===== config.mk =====
export PLATFORM = sky130hd
export DESIGN_NAME = quad_encoder_sampler
export DESIGN_NICKNAME = d
export VERILOG_FILES = /design/src/rtl/quad_encoder_sampler.sv
export SDC_FILE = /design/constraint.sdc
export NUM_CORES = 1
export LEC_CHECK = 0
export ABC_AREA = 1
export CAP_MARGIN = 25
export CORE_ASPECT_RATIO = 0.9
export CORE_UTILIZATION = 25
export CTS_BUF_LIST = sky130_fd_sc_hd__clkbuf_4 sky130_fd_sc_hd__clkbuf_8
export DETAILED_ROUTE_END_ITERATION = 16
export PLACE_DENSITY = 0.48
export SLEW_MARGIN = 20
export SYNTH_ARGS = -nofsm -noshare
export SYNTH_HDL_FRONTEND = slang
export SYNTH_SLANG_ARGS = --single-unit

===== constraint.sdc =====
create_clock -name iCLOCK -period 9.65 [get_ports iCLOCK]
set_input_delay 1.93 -clock iCLOCK [delete_from_list [all_inputs] [get_ports iCLOCK]]
set_output_delay 1.93 -clock iCLOCK [all_outputs]
set_load 0.05 [all_outputs]

===== src/rtl/quad_encoder_sampler.sv =====
// Sweeps every encoder channel on a timer tick or a software trigger and commits
// snapshots plus per-channel deltas atomically; results are read back over an Avalon slave.
module quad_encoder_sampler #(
    parameter int pENCODERS          = 2,
    parameter int pENCODER_PRECISION = 32
) (
    input  logic                                                  iCLOCK,
    input  logic                                                  iRESET,
    input  logic [$clog2(4+2*pENCODERS)-1:0]                      iAVL_ADDRESS,
    input  logic                                                  iAVL_READ,
    output logic [31:0]                                           oAVL_READ_DATA,
    input  logic                                                  iAVL_WRITE,
    input  logic [31:0]                                           iAVL_WRITE_DATA,
    output logic [((pENCODERS > 1) ? $clog2(pENCODERS) : 1)-1:0]  oENC_ADDRESS,
    output logic                                                  oENC_READ,
    input  logic [31:0]                                           iENC_READ_DATA,
    output logic                                                  oIRQ
);

    localparam int EW = (pENCODERS > 1) ? $clog2(pENCODERS) : 1;
    localparam int P  = pENCODER_PRECISION;

    typedef enum logic [1:0] {IDLE, SCAN, DRAIN, COMMIT} state_t;

    state_t        state_reg, state_next;
    logic [EW-1:0] idx_reg, idx_next;
    logic          cap_valid_reg;
    logic [EW-1:0] cap_idx_reg;

    logic          en_reg, irq_en_reg, done_reg, overrun_reg;
    logic [31:0]   period_reg, timer_reg, seq_reg, read_data_reg;

    logic [P-1:0]  shadow_reg [pENCODERS];
    logic [P-1:0]  snap_reg   [pENCODERS];
    logic [P-1:0]  delta_reg  [pENCODERS];
    logic [31:0]   snap_ext   [pENCODERS];
    logic [31:0]   delta_ext  [pENCODERS];

    logic [31:0]   addr_ext, read_mux;
    logic          ctrl_wr, period_wr, status_wr;
    logic          en_rise, tick, trig, req, busy, commit;
    logic          unused_enc_bits;

    assign addr_ext  = 32'(iAVL_ADDRESS);
    assign ctrl_wr   = iAVL_WRITE && (addr_ext == 32'd0);
    assign period_wr = iAVL_WRITE && (addr_ext == 32'd1);
    assign status_wr = iAVL_WRITE && (addr_ext == 32'd2);

    assign en_rise = ctrl_wr && iAVL_WRITE_DATA[0] && !en_reg;
    assign tick    = en_reg && (timer_reg == 32'd0);
    assign trig    = ctrl_wr && iAVL_WRITE_DATA[2];
    assign req     = tick || trig;
    assign busy    = (state_reg != IDLE);
    assign commit  = (state_reg == COMMIT);

    assign oENC_READ      = (state_reg == SCAN);
    assign oENC_ADDRESS   = oENC_READ ? idx_reg : '0;
    assign oAVL_READ_DATA = read_data_reg;
    assign oIRQ           = done_reg && irq_en_reg;
    assign unused_enc_bits = ^iENC_READ_DATA;

    always_comb begin
        state_next = state_reg;
        idx_next   = idx_reg;
        case (state_reg)
            IDLE: begin
                if (req) begin
                    state_next = SCAN;
                    idx_next   = '0;
                end
            end
            SCAN: begin
                if (32'(idx_reg) == 32'(pENCODERS - 1)) state_next = DRAIN;
                else                                    idx_next   = idx_reg + 1'b1;
            end
            DRAIN:   state_next = COMMIT;
            COMMIT:  state_next = IDLE;
            default: state_next = IDLE;
        endcase
    end

    always_ff @(posedge iCLOCK) begin
        if (iRESET) begin
            state_reg     <= IDLE;
            idx_reg       <= '0;
            cap_valid_reg <= 1'b0;
            cap_idx_reg   <= '0;
        end else begin
            state_reg     <= state_next;
            idx_reg       <= idx_next;
            // read data returns one cycle after the strobe, so remember which channel it belongs to
            cap_valid_reg <= oENC_READ;
            cap_idx_reg   <= idx_reg;
        end
    end

    genvar gi;
    generate
        for (gi = 0; gi < pENCODERS; gi++) begin : g_chan
            always_ff @(posedge iCLOCK) begin
                if (iRESET) begin
                    shadow_reg[gi] <= '0;
                    snap_reg[gi]   <= '0;
                    delta_reg[gi]  <= '0;
                end else begin
                    if (cap_valid_reg && (cap_idx_reg == EW'(gi)))
                        shadow_reg[gi] <= iENC_READ_DATA[P-1:0];
                    if (commit) begin
                        delta_reg[gi] <= shadow_reg[gi] - snap_reg[gi];
                        snap_reg[gi]  <= shadow_reg[gi];
                    end
                end
            end
            assign snap_ext[gi]  = 32'(signed'(snap_reg[gi]));
            assign delta_ext[gi] = 32'(signed'(delta_reg[gi]));
        end
    endgenerate

    always_comb begin
        read_mux = '0;
        case (addr_ext)
            32'd0: read_mux = {29'd0, 1'b0, irq_en_reg, en_reg};
            32'd1: read_mux = period_reg;
            32'd2: read_mux = {29'd0, overrun_reg, busy, done_reg};
            32'd3: read_mux = seq_reg;
            default: begin
                for (int i = 0; i < pENCODERS; i++) begin
                    if (addr_ext == 32'(4 + 2*i)) read_mux = snap_ext[i];
                    if (addr_ext == 32'(5 + 2*i)) read_mux = delta_ext[i];
                end
            end
        endcase
    end

    always_ff @(posedge iCLOCK) begin
        if (iRESET) begin
            en_reg        <= 1'b0;
            irq_en_reg    <= 1'b0;
            period_reg    <= '0;
            timer_reg     <= '0;
            done_reg      <= 1'b0;
            overrun_reg   <= 1'b0;
            seq_reg       <= '0;
            read_data_reg <= '0;
        end else begin
            if (ctrl_wr) begin
                en_reg     <= iAVL_WRITE_DATA[0];
                irq_en_reg <= iAVL_WRITE_DATA[1];
            end
            if (period_wr)
                period_reg <= iAVL_WRITE_DATA;

            if (period_wr)      timer_reg <= iAVL_WRITE_DATA;
            else if (en_rise)   timer_reg <= period_reg;
            else if (en_reg)    timer_reg <= (timer_reg == 32'd0) ? period_reg : timer_reg - 32'd1;

            // sticky flags: a set in the same cycle as a W1C clear wins
            done_reg    <= commit || (done_reg && !(status_wr && iAVL_WRITE_DATA[0]));
            overrun_reg <= (req && busy) || (overrun_reg && !(status_wr && iAVL_WRITE_DATA[2]));

            if (commit)
                seq_reg <= seq_reg + 32'd1;
            if (iAVL_READ)
                read_data_reg <= read_mux;
        end
    end

endmodule

==> summary.md <==
| Metric | Value |
|---|---|
| Startpoint types | `input pin` |
| Fin crit period | `5710 ps` |
| Xor/xnor share of the synthesized area | `0.0104` |
| Crit-path cells | `clkdlybuf4s50_1 -> inv_2 -> nor2_4 -> nand2_2 -> nand3_2 -> inv_1 -> buf_4 -> a21oi_1 -> o21ai_0 -> nor2_1 -> nor2_1` |
| Finish-stage setup viols | `0` |
| Main flop type after synthesis | `edfxtp_1` |
| Num CTS Buffers | `59` |
| Design Area, Final | `22,700 µm²` |
| Fin util | `0.297` |
| Most used cell, CP | `nor2_1` |
| WP data required | `10,180 ps` |
| CP Capture Type | `flop` |
| Dpl cell area | `21,500 µm²` |
| Routability cong. | `0.905` |
| Seq/Total Area, Yosys | `0.440` |
| Synth Instances | `2,664` |
| Main combinational cell family by area after synthesis | `simple AND/OR/NAND/NOR gates` |
| Max incr delay on CP | `850 ps` |
| Fillers | `8,446` |
| Post-route ant nets | `0` |
| Drt wl/cell | `16.9 µm` |
| GRT Total Usage | `0.165` |
| Hold Crit Endpoint | `oAVL_READ_DATA[14]` |
| Pins Over Slew Limit | `0` |
| H-tree Lvls | `2` |
| TritonCTS clock tree | `yes` |
| Crit path kind | `in -> reg` |
| Clock Skew | `39.3 ps` |
| Die span in y | `266 µm` |
| Post-route setup slack | `3940 ps` |
| Deepest clock path buffer count | `3` |
| Area of the multi-input gates | `8930 µm²` |
| Grt ovf | `0` |
| Number of max-cap violations | `0` |
| Syn Area/Cell | `7.26 µm²` |
| Vias in the first global route | `16,600` |
| Compound-Gate Fraction of Synth Area | `0.134` |
| Skew-Pair Late Insertion Delay | `670 ps` |
| Site Rows | `96` |
| DP Worst Slack | `3260 ps` |
| Initial antenna violation count | `0` |
| Rel. slew slack | `0.317` |
| Run status | `finished, final reports clean` |
| Synth async-reset ratio | `0` |
| Post-Syn Area | `19,400 µm²` |
| Ys Warns | `0` |
| Synth-to-Final Area Change | `17.2%` |
| Adder-cell area share of the yosys netlist | `0.0467` |
| Final count of hold timing violations | `0` |
| Ratio of cells with drive above 1 in the final layout | `0.0527` |
| Total power | `3.92 mW` |
| Antenna diodes | `0` |
| Number of synthesized register bits | `329` |
| Post-synth EDFFs | `192` |
| Initial DRC Count | `1,211` |
| CTS Root Cell | `clkbuf_8` |
| Tcrit/Tclk final | `0.592` |
| Syn Nets | `2,806` |
| Final TNS setup | `0 ps` |
| First-pass GRT wire length | `99.2 mm` |
| Leak pwr | `9.70 nW` |
| CP Data Arrival Time | `6250 ps` |
| Worst Tran Pin Value | `1020 ps` |
| Vias/cell | `4.49` |
| Largest net degree at the start of global routing | `71` |
| Clock Sinks | `329` |
| Register Area | `8510 µm²` |
| Hold WC Path Type | `reg -> reg` |
| Synth Area in Simple Gates | `0.269` |
| RR Startpoint | `state_reg[0]` |
| Post-CTS Setup Inserts | `0` |
| DIE AREA | `78,500 µm²` |
| Core footprint | `76,400 µm²` |
| RSZ-0062 raised after global routing | `no` |
| CP max-delay cell | `nand3_2` |
| Reg2reg setup slack | `6810 ps` |
| Hold Path Stages | `2` |
| Routed WL | `64.8 mm` |
| Remaining DRCs | `0` |
| Clock-pin slew on the worst setup and hold paths | `60 ps` |
| Count of cell types in the netlist | `46` |
| Reg2Reg Depth | `4` |
| Fraction of synthesized area in multiplexers | `0` |
| RR Endpoint | `snap_reg[0][29]` |
| Number of I/O pins | `106` |
| Initial core utilization | `0.253` |
| Maximum VDD drop | `0.0999 mV` |
| Chip Width | `295 µm` |
| Hold-fix buffers, CTS | `0` |
| Min-delay src | `oAVL_READ_DATA[14]` |
| Port bufs | `105` |
| Fmax achieved | `175 MHz` |
| Pwr/cell area | `173 nW/µm²` |
| # nets final | `2,907` |
| Post-cts resize count | `0` |
| CP max FO | `42` |
| First-pass iteration count of the detailed router | `7` |
| DP HPWL | `48.3 mm` |
| Via Count | `17,200` |
## power by group
part	internal [mW]	leakage, nW	total, mW	switching, mW
registers	1.59	3.10	1.66	0.0620
clock network	0.733	0.621	1.35	0.622
logic	0.281	5.98	0.910	0.629
total	2.61	9.70	3.92	1.31
## cells in the final DEF, fill, tap and decap left out, types with 7 or more instances in the layout
master,Yosys,layout
o21a_1,15,15
o21bai_1,11,11
edfxtp_1,192,192
o21ai_0,144,142
inv_1,409,408
nand4_1,16,16
clkinv_2,0,7
ha_1,69,69
o21ai_1,9,9
a21oi_1,244,244
clkbuf_8,0,66
nor2_2,9,9
nand3_1,161,161
nand2_1,628,628
dfxtp_1,137,137
o2111ai_1,15,15
clkbuf_4,0,15
inv_2,6,7
nor3_1,28,28
a22oi_1,13,13
clkinv_1,1,14
xor2_1,18,18
clkdlybuf4s50_1,0,104
nor2_1,394,393
buf_4,1,17
## layer usage
layer	up-vias	track usage	wire length (µm)	share of wire
li1	8849	-	-	-
met1	7938	0.237	32400	0.50
met2	362	0.260	28300	0.44
met3	83	0.0236	3000	0.046
met4	0	0.0356	1050	0.016
met5	-	0	0	0
## cell usage after synthesis (all sizes together) (3+ instances only)
cell     number  area, µm²
ha           69        863
inv         415       1560
nand3b        6       45.0
edfxtp      192       5770
nor3         32        186
a221oi        4       35.0
nor2        407       1580
nor4          3       18.8
or2           3       18.8
xor2         18        158
nand4        16        100
dfxtp       137       2740
a21oi       244       1220
o21ai       153        766
o2111ai      15        131
a22o          3       26.3
xnor2         5       43.8
clkbuf       49        184
and2          5       31.3
o21a         15        113
a22oi        13       97.6
o22ai         6       37.5
a21o          3       22.5
nand3       163        826
nand2       631       2380
o21bai       12        101
buf          34        200
## critical path: cells and delay by family
| kind | cells | cell delay, ps |
|---|---|---|
| buffers and inverters | 4 | 1580 |
| AND/OR/NAND/NOR | 5 | 2470 |
| AO/OA/AOI/OAI | 2 | 220 |
## per-stage QoR
step                      hold WS, ps  cells
after global routing              489   3839
after CTS                         465   3839
final                             465   3839
after floorplan                   436   2664
after global placement            455   3732
after detailed placement          456   3733
## layout make-up
cell class / count / area share
inverter: 416 / 0.0690
clock inverter: 25 / 0.00717
sequential: 329 / 0.375
tap: 1029 / 0.0568
multi-input combinational: 1836 / 0.394
timing repair buffer: 123 / 0.0530
clock buffer: 81 / 0.0450
## worst max-delay path by stage
stage | slack, ps | cells past startpoint | to | from
6_report | 3940 | 11 | timer_reg[12] | iAVL_ADDRESS[0]
5_1_grt | 3650 | 11 | timer_reg[12] | iAVL_ADDRESS[0]
4_1_cts | 3950 | 11 | timer_reg[12] | iAVL_ADDRESS[0]
3_5_place_dp | 3260 | 11 | timer_reg[12] | iAVL_ADDRESS[0]
3_3_place_gp | 3360 | 10 | timer_reg[12] | iAVL_ADDRESS[1]
2_1_floorplan | 4470 | 3 | delta_reg[0][0] | iRESET
## kinds of logic after synthesis
logic type / after synthesis
fa+ha+maj: 71
simple gates: 1268
compound gates: 474
buf+inv: 499
flops: 329
xor+xnor: 23
Power figures use the tool's default switching activity.
